File: src/rtl/bcd_updown_counter.sv
// Multi-digit up/down counter: every 4-bit digit counts modulo MOD, and the digits are
// cascaded through a combinational carry/borrow chain. Also supports load, saturate and terminal-count.
module bcd_updown_counter #(
  parameter int N_DIGITS = 2,
  parameter int MOD      = 10
) (
  input  logic                    clk_i,
  input  logic                    rst_ni,
  input  logic                    ena_i,
  input  logic                    updown_i,
  input  logic                    load_i,
  input  logic [4*N_DIGITS-1:0]   load_val_i,
  input  logic                    sat_i,
  output logic [4*N_DIGITS-1:0]   cnt_o,
  output logic                    tc_o,
  output logic                    ovf_o,
  output logic                    unf_o
);

  localparam int         W    = 4 * N_DIGITS;
  localparam logic [4:0] MOD5 = 5'(MOD);
  localparam logic [3:0] DMAX = 4'(MOD - 1);

  logic [W-1:0] up_nxt;
  logic [W-1:0] dn_nxt;
  logic [W-1:0] load_clamped;
  logic         at_max;
  logic         at_zero;

  function automatic logic [3:0] clamp_digit(input logic [3:0] d);
    if ({1'b0, d} >= MOD5) return DMAX;
    return d;
  endfunction

  // Ripple chain: a digit steps only when every lower digit is at its limit.
  always_comb begin
    logic       c_up;
    logic       c_dn;
    logic [3:0] d;
    up_nxt       = cnt_o;
    dn_nxt       = cnt_o;
    load_clamped = '0;
    c_up         = 1'b1;
    c_dn         = 1'b1;
    for (int k = 0; k < N_DIGITS; k++) begin
      d = cnt_o[4*k +: 4];
      if (c_up) up_nxt[4*k +: 4] = (d == DMAX) ? 4'd0 : 4'(d + 4'd1);
      if (c_dn) dn_nxt[4*k +: 4] = (d == 4'd0) ? DMAX : 4'(d - 4'd1);
      c_up = c_up & (d == DMAX);
      c_dn = c_dn & (d == 4'd0);
      load_clamped[4*k +: 4] = clamp_digit(load_val_i[4*k +: 4]);
    end
    at_max  = c_up;
    at_zero = c_dn;
  end

  assign tc_o = ena_i & ~load_i & ((updown_i & at_max) | (~updown_i & at_zero));

  // Register stage: load beats enable; saturation only suppresses the wrap, not the pulse.
  always_ff @(posedge clk_i or negedge rst_ni) begin
    if (!rst_ni) begin
      cnt_o <= '0;
      ovf_o <= 1'b0;
      unf_o <= 1'b0;
    end else if (load_i) begin
      cnt_o <= load_clamped;
      ovf_o <= 1'b0;
      unf_o <= 1'b0;
    end else if (ena_i) begin
      if (updown_i) begin
        cnt_o <= (at_max && sat_i) ? cnt_o : up_nxt;
        ovf_o <= at_max;
        unf_o <= 1'b0;
      end else begin
        cnt_o <= (at_zero && sat_i) ? cnt_o : dn_nxt;
        ovf_o <= 1'b0;
        unf_o <= at_zero;
      end
    end else begin
      ovf_o <= 1'b0;
      unf_o <= 1'b0;
    end
  end

endmodule

File: config.mk
export PLATFORM = sky130hd
export DESIGN_NAME = bcd_updown_counter
export DESIGN_NICKNAME = d
export VERILOG_FILES = /design/src/rtl/bcd_updown_counter.sv
export SDC_FILE = /design/constraint.sdc
export NUM_CORES = 1
export LEC_CHECK = 0
export ABC_AREA = 1
export CAP_MARGIN = 20
export CORE_UTILIZATION = 52
export CTS_BUF_LIST = sky130_fd_sc_hd__clkbuf_4
export CTS_CLUSTER_SIZE = 30
export DETAILED_ROUTE_END_ITERATION = 10
export PLACE_DENSITY = 0.94
export SETUP_SLACK_MARGIN = 0.4
export SYNTH_ARGS = -nofsm -noshare
export SYNTH_HDL_FRONTEND = slang
export SYNTH_SLANG_ARGS = --single-unit
File: constraint.sdc
create_clock -name clk_i -period 3.8 [get_ports clk_i]
set_clock_uncertainty 0.1 [all_clocks]
set_input_delay 0.95 -clock clk_i [delete_from_list [all_inputs] [get_ports clk_i]]
set_output_delay 0.95 -clock clk_i [all_outputs]
set_load 0.01 [all_outputs]
==> metrics.md, run 1 <==
| Metric | Value |
|---|---|
| H-tree depth | 1 |
| Final ANT Viol Nets | 0 |
| Area grow syn2layout | 33.67% |
| Post-synthesis net count | 150 |
| Critical Path Slowest Stage Cell | dlygate4sd2_1 |
| DRC | 0 |
| Mapped Cells | 136 |
| Ys flop type | dfrtp_1 |
| CP Capture Type | output pin |
| Startpoint Class | input pin |
| Final worst-path cycle share | 0.7802 |
| Starting Density | 0.5666 |
| Port Buffers | 24 |
| Worst min path class | register to register |
| Clk_lat worst skew | 0.27 ns |
| Dominant cell type by area after synthesis | dfrtp_1 |
| Number of global-route vias before repair | 937 |
| Die height | 42.98 um |
| Status | completed |
| Synth top area cells | dfrtp_1 29%, nand2_1 15%, nand3_1 9.2%, nor2_4 6.4%, nor2_1 6.0% |
| Yosys top cell area share | 0.2865 |
| Layout net count | 181 |
| Pin count of the biggest net entering global routing | 11 |
| Power Dens Cells | 401.9 nW/um^2 |
| Root Buffer | clkbuf_4 |
| Via count | 1,024 |
| HPWL Detailed | 1888 um |
| Core ar. | 1541 um^2 |
| Vias per cell | 5.657 |
| GPL Wtd Cong | 0.8422 |
| Layout cells sized above 1 | 0.1636 |
| Global-route wire length before repair | 3974 um |
| Endpoints failing setup | 0 |
| Synthesized area | 873.3 um^2 |
| Tot GR Track Use | 0.2873 |
| Post-synthesis sequential area ratio | 0.2865 |
| Crit path top cell by count | nor2_4 |
| Synth top cells by count | 36 x nand2_1, 16 x nand3_1, 14 x nor2_1 |
| Final Critical Period | 2.965 ns |
| Synth cell types | 18 |
| DRT iter0 DRCs | 42 |
| Total negative slack | 0 ns |
| Arr. time, crit path | 1.91 ns |
| Crit path max-delay family | buffers and inverters |
| DR pass1 iterations | 4 |
| Post-synth EDFFs | 0 |
| CTS Buf Count | 3 |
| WS Path Type | input pin to output pin |
| Antenna diode count | 0 |
| Post-Syn Area per Cell | 6.422 um^2 |
| Setup repair after global routing missed its margin | false |
| FFs w/ async S/R, synth | 1.000 |
| Leak Pwr | 0.0005853 uW |
| Die width | 42.98 um |
| GR Overflow Total | 0 |
| Row cnt | 14 |
| Crit Path Max Fanout | 3 |
| Max-Cap Viols | 0 |
| Cts hold-fix bufs | 0 |
| Worst vdd ir | 326.4 uV |
| Max stage delay on crit path | 0.30 ns |
| DR WL/cell | 12.77 um |
| TritonCTS Sinks | 10 |
| IO Pins | 25 |
| DIE AREA | 1847 um^2 |
| Count leader, synth | nand2_1 |
| Worst path cell trace | dlygate4sd2_1, nor2_4, inv_2, nor2_4, nand2_2, a21oi_1, dlymetal6s2s_1 |
| Syn. warnings | 0 |
| CP bufs+invs | 3 |
| Slew margin rel. | 0.7006 |
| Max clock buf depth | 2 |
| Max-slew violations | 0 |
| Max Clock Freq | 337.3 MHz |
| Slew @ Worst Pin | 0.4478 ns |
| Seq cells post-synth | 10 |
| Setup Buffers After CTS | 0 |
| Post-Route WL | 2312 um |
| Antenna violations before repair | 0 |
| Total power | 469.1 uW |
| TritonCTS clock tree | done |
| Clock-pin slew on the worst setup and hold paths | 0.06 ns |
| WP data required | 2.75 ns |
| Final hold vios | 0 |
## registers in the layout, indices dropped and copies added, names as in the netlist
name   count
cnt_o      8
ovf_o      1
unf_o      1
## stage by stage
step	hold slack [ns]	instances	util	setup slack [ns]	area, um^2
2_1_floorplan	0.4816	136	-	1.054	873.3
6_report	0.5169	181	0.7573	0.8353	1167
5_1_grt	0.5368	181	0.7573	0.7565	1167
4_1_cts	0.5175	181	0.7557	0.4414	1165
3_3_place_gp	0.4662	178	0.7427	0.2055	1145
3_5_place_dp	0.4735	178	0.7427	0.2035	1145
## placed cells by master (no fill, tap or decap)
cell type        count
o211ai_1             2
o21ai_1              3
clkbuf_4             3
dlygate4sd2_1        2
nor2_1              14
a21oi_1              4
nand4_1              7
inv_2                8
dfrtp_1             10
nand2_2              5
inv_1               13
nor2_4               5
a22oi_1              1
xor2_1               1
nand3_1             16
clkdlybuf4s50_1     21
o21ai_0              6
nand3_2              3
buf_4                3
dlymetal6s2s_1       1
a211oi_1             1
nand2_1             36
## metal layers
| metal | track usage | vias up | part of all wire |
|---|---|---|---|
| li1 | - | 511 | - |
| met2 | 0.5242 | 47 | 0.53 |
| met3 | 0.09362 | 8 | 0.067 |
| met1 | 0.3042 | 458 | 0.37 |
| met4 | 0.1030 | 0 | 0.028 |
| met5 | 0 | - | 0 |
## worst min-delay path, delay by kind of cell (launching register included)
kind,cells,cell delay (ns)
flip-flops,1,0.44
AND/OR/NAND/NOR,2,0.15
## worst paths after layout
kind                                from  endpoint  slack [ns]  cells past startpoint
worst max-delay path              load_i      tc_o        0.84                      7
worst min-delay path            cnt_o[5]  cnt_o[5]        0.52                      2
worst max register to register  cnt_o[6]  cnt_o[2]        2.20                      8
min in group asynchronous         rst_ni     ovf_o        0.89                      1
max in group asynchronous         rst_ni  cnt_o[7]        2.40                      1
worst min register to register  cnt_o[5]  cnt_o[5]        0.52                      2
## final cells by class
cell class | count | area [um^2]
clock buffers | 3 | 22.52
repair buffers | 27 | 262.8
multi-input cells | 104 | 533.0
fillers | 141 | 374.1
inverters | 21 | 78.83
flip-flops and latches | 10 | 250.2
well taps | 16 | 20.02
## kinds of logic (layout without fill, tap and decap cells)
logic type | after synthesis | after routing | share of synthesized area
AND/OR/NAND/NOR | 86 | 86 | 0.4914
XOR/XNOR | 1 | 1 | 0.01003
AO/OA/AOI/OAI | 17 | 17 | 0.1089
flip-flops | 10 | 10 | 0.2865
buffers and inverters | 22 | 51 | 0.1032
## report_power, final
part,switching (uW),total [uW],internal [uW]
clock,36.6,73.2,36.7
combinational,129,230,101
sequential,38.9,166,127
total,204,469,265
## repair_timing
item	4_1_cts	5_1_grt
hold endpoints to repair	0	0
endpoints found under the setup margin	1	1
pin swaps	0	0
gates resized for setup	2	1
Note: power is estimated with default switching activity, not from simulation.
==> run 2: changes to the inputs <==
CORE_UTILIZATION = 44   (was 52)
PLACE_DENSITY = 0.86   (was 0.94)
clock period = 2.5 ns   (was 3.8 ns; I/O delays follow)
==> run 2 against run 1 <==
Effect of this change:
- register-to-register slack lost 1.3 ns
- cell count grew 13%
- sequential power grew 50%
- clock power grew 61%
- critical path depth shrank 1
- routed wire length grew 7.9%
- count of clock-buffer cells in the layout is the same
- die area grew 17%
- first-iteration DRC count shrank 57%
- power grew 69%
- utilization shrank 3.6 points
- sequential share of layout area shrank 1.8 points
- highest routed layer unchanged
==> metrics.md, run 2 (synthesized netlist as in run 1, its figures left out) <==
| Metric | Value |
|---|---|
| Pin count of the biggest net entering global routing | 11 |
| Reg2Reg Capture Point | cnt_o[2] |
| DR WL/cell | 12.23 um |
| Max FFs per register | 8 |
| Layout cells sized above 1 | 0.3073 |
| Clock-pin slew on the worst setup and hold paths | 0.06 ns |
| Layout net count | 194 |
| Area grow syn2layout | 48.71% |
| Starting Density | 0.4847 |
| Slew margin rel. | 0.7123 |
| DRT iter0 DRCs | 18 |
| Worst min path class | register to register |
| H-tree depth | 1 |
| Final Util | 0.7208 |
| Worst vdd ir | 421.6 uV |
| Vias per cell | 5.279 |
| Max-slew violations | 0 |
| Tot GR Track Use | 0.2782 |
| Hold path endpoint | cnt_o[5] |
| WP data required | 1.77 ns |
| Post-Route WL | 2494 um |
| Hold_sp | cnt_o[5] |
| Final hold vios | 0 |
| Worst Reg-to-Reg Cells | 9 |
| Arr. time, crit path | 1.43 ns |
| Max clock buf depth | 2 |
| Endpoints failing setup | 0 |
| Power Dens Cells | 610.8 nW/um^2 |
| Max Clock Freq | 465.0 MHz |
| DRC | 0 |
| Antenna violations before repair | 0 |
| Final worst-path cycle share | 0.8602 |
| Row cnt | 15 |
| TritonCTS Sinks | 10 |
| WS Path Type | register to output pin |
| Status | completed |
| Number of global-route vias before repair | 1,000 |
| CTS Buf Count | 3 |
| GR Overflow Total | 0 |
| Max stage delay on crit path | 0.42 ns |
| Root Buffer | clkbuf_4 |
| Die height | 46.55 um |
| Reg-to-Reg Start | cnt_o[1] |
| GPL Wtd Cong | 0.9159 |
| Leak Pwr | 0.0006546 uW |
| HPWL Detailed | 1845 um |
| Startpoint Class | register |
| Hold path depth | 2 |
| Die width | 46.55 um |
| Final ANT Viol Nets | 0 |
| Final Critical Period | 2.150 ns |
| DIE AREA | 2167 um^2 |
| Slew @ Worst Pin | 0.4303 ns |
| IO Pins | 25 |
| Clk_lat worst skew | 0.28 ns |
| Core ar. | 1802 um^2 |
| DR pass1 iterations | 4 |
| Cts hold-fix bufs | 0 |
| Critical Path Slowest Stage Cell | dfrtp_1 |
| Crit path top cell by count | nand2_2 |
| Setup repair after global routing missed its margin | true |
| Global-route wire length before repair | 4105 um |
| Commonest non-fill, non-tap cell in the layout | nand2_1 |
| Crit Path Max Fanout | 3 |
| Most frequent cells in the layout | 35 x nand2_1, 18 x clkdlybuf4s50_1, 16 x nand3_1 |
| Antenna diode count | 0 |
| TritonCTS clock tree | done |
| Max-Cap Viols | 0 |
| Worst path cell trace | nor2_2, nand2_2, nor2_4, nand2_2, a21oi_2, buf_2 |
| Port Buffers | 24 |
| Total power | 793.3 uW |
| CP Capture Type | output pin |
| Register with the most flip-flops | cnt_o |
| R2R setup slack | 0.95 ns |
| Fillers | 152 |
| Top Registers | cnt_o x8, ovf_o x1, unf_o x1 |
| Via count | 1,077 |
[run 2: what timing repair did]
action                     in CTS  in global routing
pin swaps                       4                  2
hold endpoints to repair        0                  0
resized for setup              27                  2
buffers inserted                5                  2
setup endpoints to repair       1                  3
[run 2: worst max path at each step]
stage	start	end	slack, ns
2_1_floorplan	load_i	tc_o	0.40
3_3_place_gp	updown_i	tc_o	-0.40
3_5_place_dp	updown_i	tc_o	-0.40
4_1_cts	cnt_o[2]	tc_o	0.38
5_1_grt	cnt_o[1]	tc_o	0.28
6_report	cnt_o[1]	tc_o	0.35
[run 2: stage by stage]
stage	setup slack [ns]	cell area [um^2]	TNS, ns	hold slack [ns]	cells
finish	0.3496	1299	0	0.4892	204
global route	0.2778	1299	0	0.5296	204
CTS	0.3849	1279	0	0.4908	202
detailed placement	-0.3992	1201	-0.3992	0.4975	193
global placement	-0.3980	1201	-0.3980	0.4707	193
floorplan	0.4035	873.3	0	0.2294	136
[run 2: cell type report]
class,instances,area (um^2),area share
clock buffers,3,22.52,0.01734
repair buffers,40,352.8,0.2717
flip-flops and latches,10,255.2,0.1965
inverters,21,78.83,0.06069
well taps,25,31.28,0.02408
multi-input cells,104,554.3,0.4268
clock inverters,1,3.754,0.002890
[run 2: worst max-delay path, delay by kind of cell, from the launching register on]
kind	cells	cell delay, ns
flip-flops	1	0.42
AND/OR/NAND/NOR	4	0.47
buffers and inverters	1	0.14
AO/OA/AOI/OAI	1	0.12
[run 2: where the power goes]
| part | total (uW) | leakage, uW | internal (uW) | switching [uW] |
|---|---|---|---|---|
| Clock | 118 | 0.0000154 | 58.1 | 60.0 |
| Combinational | 426 | 0.000516 | 196 | 231 |
| Sequential | 249 | 0.000123 | 197 | 52.4 |
[run 2: layer usage]
layer | vias to the layer above | wire, um | GRT usage | share of wire
met4 | 0 | 102 | 0.1471 | 0.041
met3 | 12 | 173 | 0.07843 | 0.069
met5 | - | 0 | 0 | 0
met2 | 51 | 1274 | 0.5111 | 0.51
met1 | 484 | 944 | 0.2762 | 0.38
li1 | 530 | - | - | -
==> run 3: changes to the inputs <==
REMOVE_ABC_BUFFERS = 1   (was not set)
==> run 3 against run 2 <==
Effect of this change:
- count of clock-buffer cells in the layout did not move
- critical path depth unchanged
- first-iteration DRC count is 89% higher
- power is 9.1% higher
- sequential share of layout area decreased by 1.3 points
- non-clock buffer count rose by 13
- worst setup slack improved by 0.029 ns
- clock power shrank 14%
- largest cell class unchanged
- highest routed layer unchanged
==> metrics.md, run 3 (synthesized netlist as in run 1, its figures left out) <==
| Metric | Value |
|---|---|
| Multi-input gate area | 564.3 um^2 |
| Tot GR Track Use | 0.2530 |
| Max-Cap Viols | 0 |
| GR Overflow Total | 0 |
| Die width | 46.55 um |
| Storage cell area | 259.0 um^2 |
| Clk_lat worst skew | 0.26 ns |
| Antenna violations before repair | 0 |
| Clock-pin slew on the worst setup and hold paths | 0.06 ns |
| Startpoint Class | register |
| CTS Buf Count | 3 |
| Slew margin rel. | 0.7066 |
| Comb power frac | 0.584 |
| Layout net count | 207 |
| Layout cells sized above 1 | 0.3822 |
| TritonCTS clock tree | done |
| Area grow syn2layout | 61.89% |
| GPL Wtd Cong | 0.9034 |
| Crit Path Max Fanout | 4 |
| Commonest non-fill, non-tap cell in the layout | nand2_1 |
| Max clock buf depth | 2 |
| H-tree depth | 1 |
| Final Critical Period | 2.122 ns |
| Sequential fraction of design power | 0.297 |
| TritonCTS Sinks | 10 |
| Register with the most flip-flops | cnt_o |
| Slew @ Worst Pin | 0.4388 ns |
| Vias per cell | 5.199 |
| WHS | 0.4809 ns |
| Row cnt | 15 |
| Post-Route WL | 2835 um |
| Fillers | 142 |
| HPWL Detailed | 1830 um |
| Die height | 46.55 um |
| Final hold vios | 0 |
| Worst vdd ir | 636.3 uV |
| Via count | 1,123 |
| Internal Pwr Total | 507.9 uW |
| Worst path cell trace | nor2_4, nand2_2, nor2_4, nand2_2, a21oi_2, buf_2 |
| DR WL/cell | 13.13 um |
| Pin count of the biggest net entering global routing | 11 |
| Dpl ws | -0.4042 ns |
| Number of global-route vias before repair | 999 |
| Status | completed |
| Worst min path class | register to register |
| Max stage delay on crit path | 0.44 ns |
| DIE AREA | 2167 um^2 |
| Critical Path Slowest Stage Cell | dfrtp_2 |
| Clk pwr share | 0.118 |
| DRC | 0 |
| Global-route wire length before repair | 3912 um |
| Max FFs per register | 8 |
| Core ar. | 1802 um^2 |
| Switching Share | 0.4130 |
| CP Capture Type | output pin |
| Leak Pwr | 0.0007171 uW |
| Power Dens Cells | 612.0 nW/um^2 |
| Arr. time, crit path | 1.40 ns |
| Port Buffers | 24 |
| WP data required | 1.77 ns |
| Final ANT Viol Nets | 0 |
| Cts hold-fix bufs | 0 |
| Root Buffer | clkbuf_4 |
| Endpoints failing setup | 0 |
| Setup repair after global routing missed its margin | true |
| Max-slew violations | 0 |
| Antenna diode count | 0 |
| Max Clock Freq | 471.4 MHz |
| Top Registers | cnt_o x8, ovf_o x1, unf_o x1 |
| DR pass1 iterations | 4 |
| Sw power | 357.4 uW |
| Most frequent cells in the layout | 36 x nand2_1, 27 x buf_4, 18 x clkdlybuf4s50_1 |
| Starting Density | 0.4847 |
| Final worst-path setup slack | 0.3785 ns |
| IO Pins | 25 |
| WS Path Type | register to output pin |
| Final worst-path cycle share | 0.8486 |
| DRT iter0 DRCs | 34 |
[run 3: cell count changes in the layout (fill, tap and decap cells not counted), sizes merged]
cell | before | now
buf | 19 | 32
clkinv | 1 | 0
dlygate4sd2 | 1 | 0
dlymetal6s2s | 2 | 3
[run 3: through the flow]
step / setup TNS (ns) / utilization / total power, uW / area (um^2) / std cells
after CTS: 0 / 0.7125 / 756.9 / 1284 / 202
after detailed placement: -0.4042 / 0.6667 / 613.3 / 1201 / 193
after global routing: 0 / 0.7847 / 928.0 / 1414 / 216
after floorplan: 0 / - / 454.0 / 862.1 / 135
after global placement: -0.4053 / 0.6667 / 603.4 / 1201 / 193
final: 0 / 0.7847 / 865.3 / 1414 / 216
[run 3: worst max-delay path: cells and delay by family (launching register included)]
| family | cells | cell delay, ns |
|---|---|---|
| compound gates | 1 | 0.12 |
| buf+inv | 1 | 0.14 |
| simple gates | 4 | 0.44 |
| flops | 1 | 0.44 |
[run 3: power groups by stage]
stage	Combinational, uW	Clock (uW)	Sequential [uW]
global route	551	115	262
floorplan	198	0	256
detailed placement	364	0	249
CTS	396	107	254
finish	505	102	257
global placement	358	0	246
[run 3: path summary, 6_finish.rpt]
check,from,endpoint,slack [ns],cells after the start
min in group asynchronous,rst_ni,cnt_o[6],0.58,1
hold reg to reg,cnt_o[4],cnt_o[4],0.48,2
setup / recovery,cnt_o[2],tc_o,0.38,6
setup reg to reg,cnt_o[6],cnt_o[2],0.89,10
max in group asynchronous,rst_ni,cnt_o[1],1.39,1
hold / removal,cnt_o[4],cnt_o[4],0.48,2
[run 3: routing by layer]
metal / global-route usage / share of wire
met3: 0.08235 / 0.062
met1: 0.2613 / 0.38
met5: 0 / 0
met2: 0.4889 / 0.54
met4: 0.04118 / 0.026
[run 3: area by class of cell]
| type | instances | area share |
|---|---|---|
| multi-input combinational | 104 | 0.3991 |
| timing repair buffer | 53 | 0.3239 |
| sequential | 10 | 0.1832 |
| inverter | 21 | 0.05575 |
| tap | 25 | 0.02212 |
| clock buffer | 3 | 0.01593 |
[run 3: repair_timing]
| action | CTS | global route |
|---|---|---|
| endpoints found under the setup margin | 1 | 4 |
| hold endpoints to repair | 0 | 0 |
| resized for setup | 26 | 11 |
| pin swaps | 3 | 7 |
| buffers inserted | 6 | 14 |
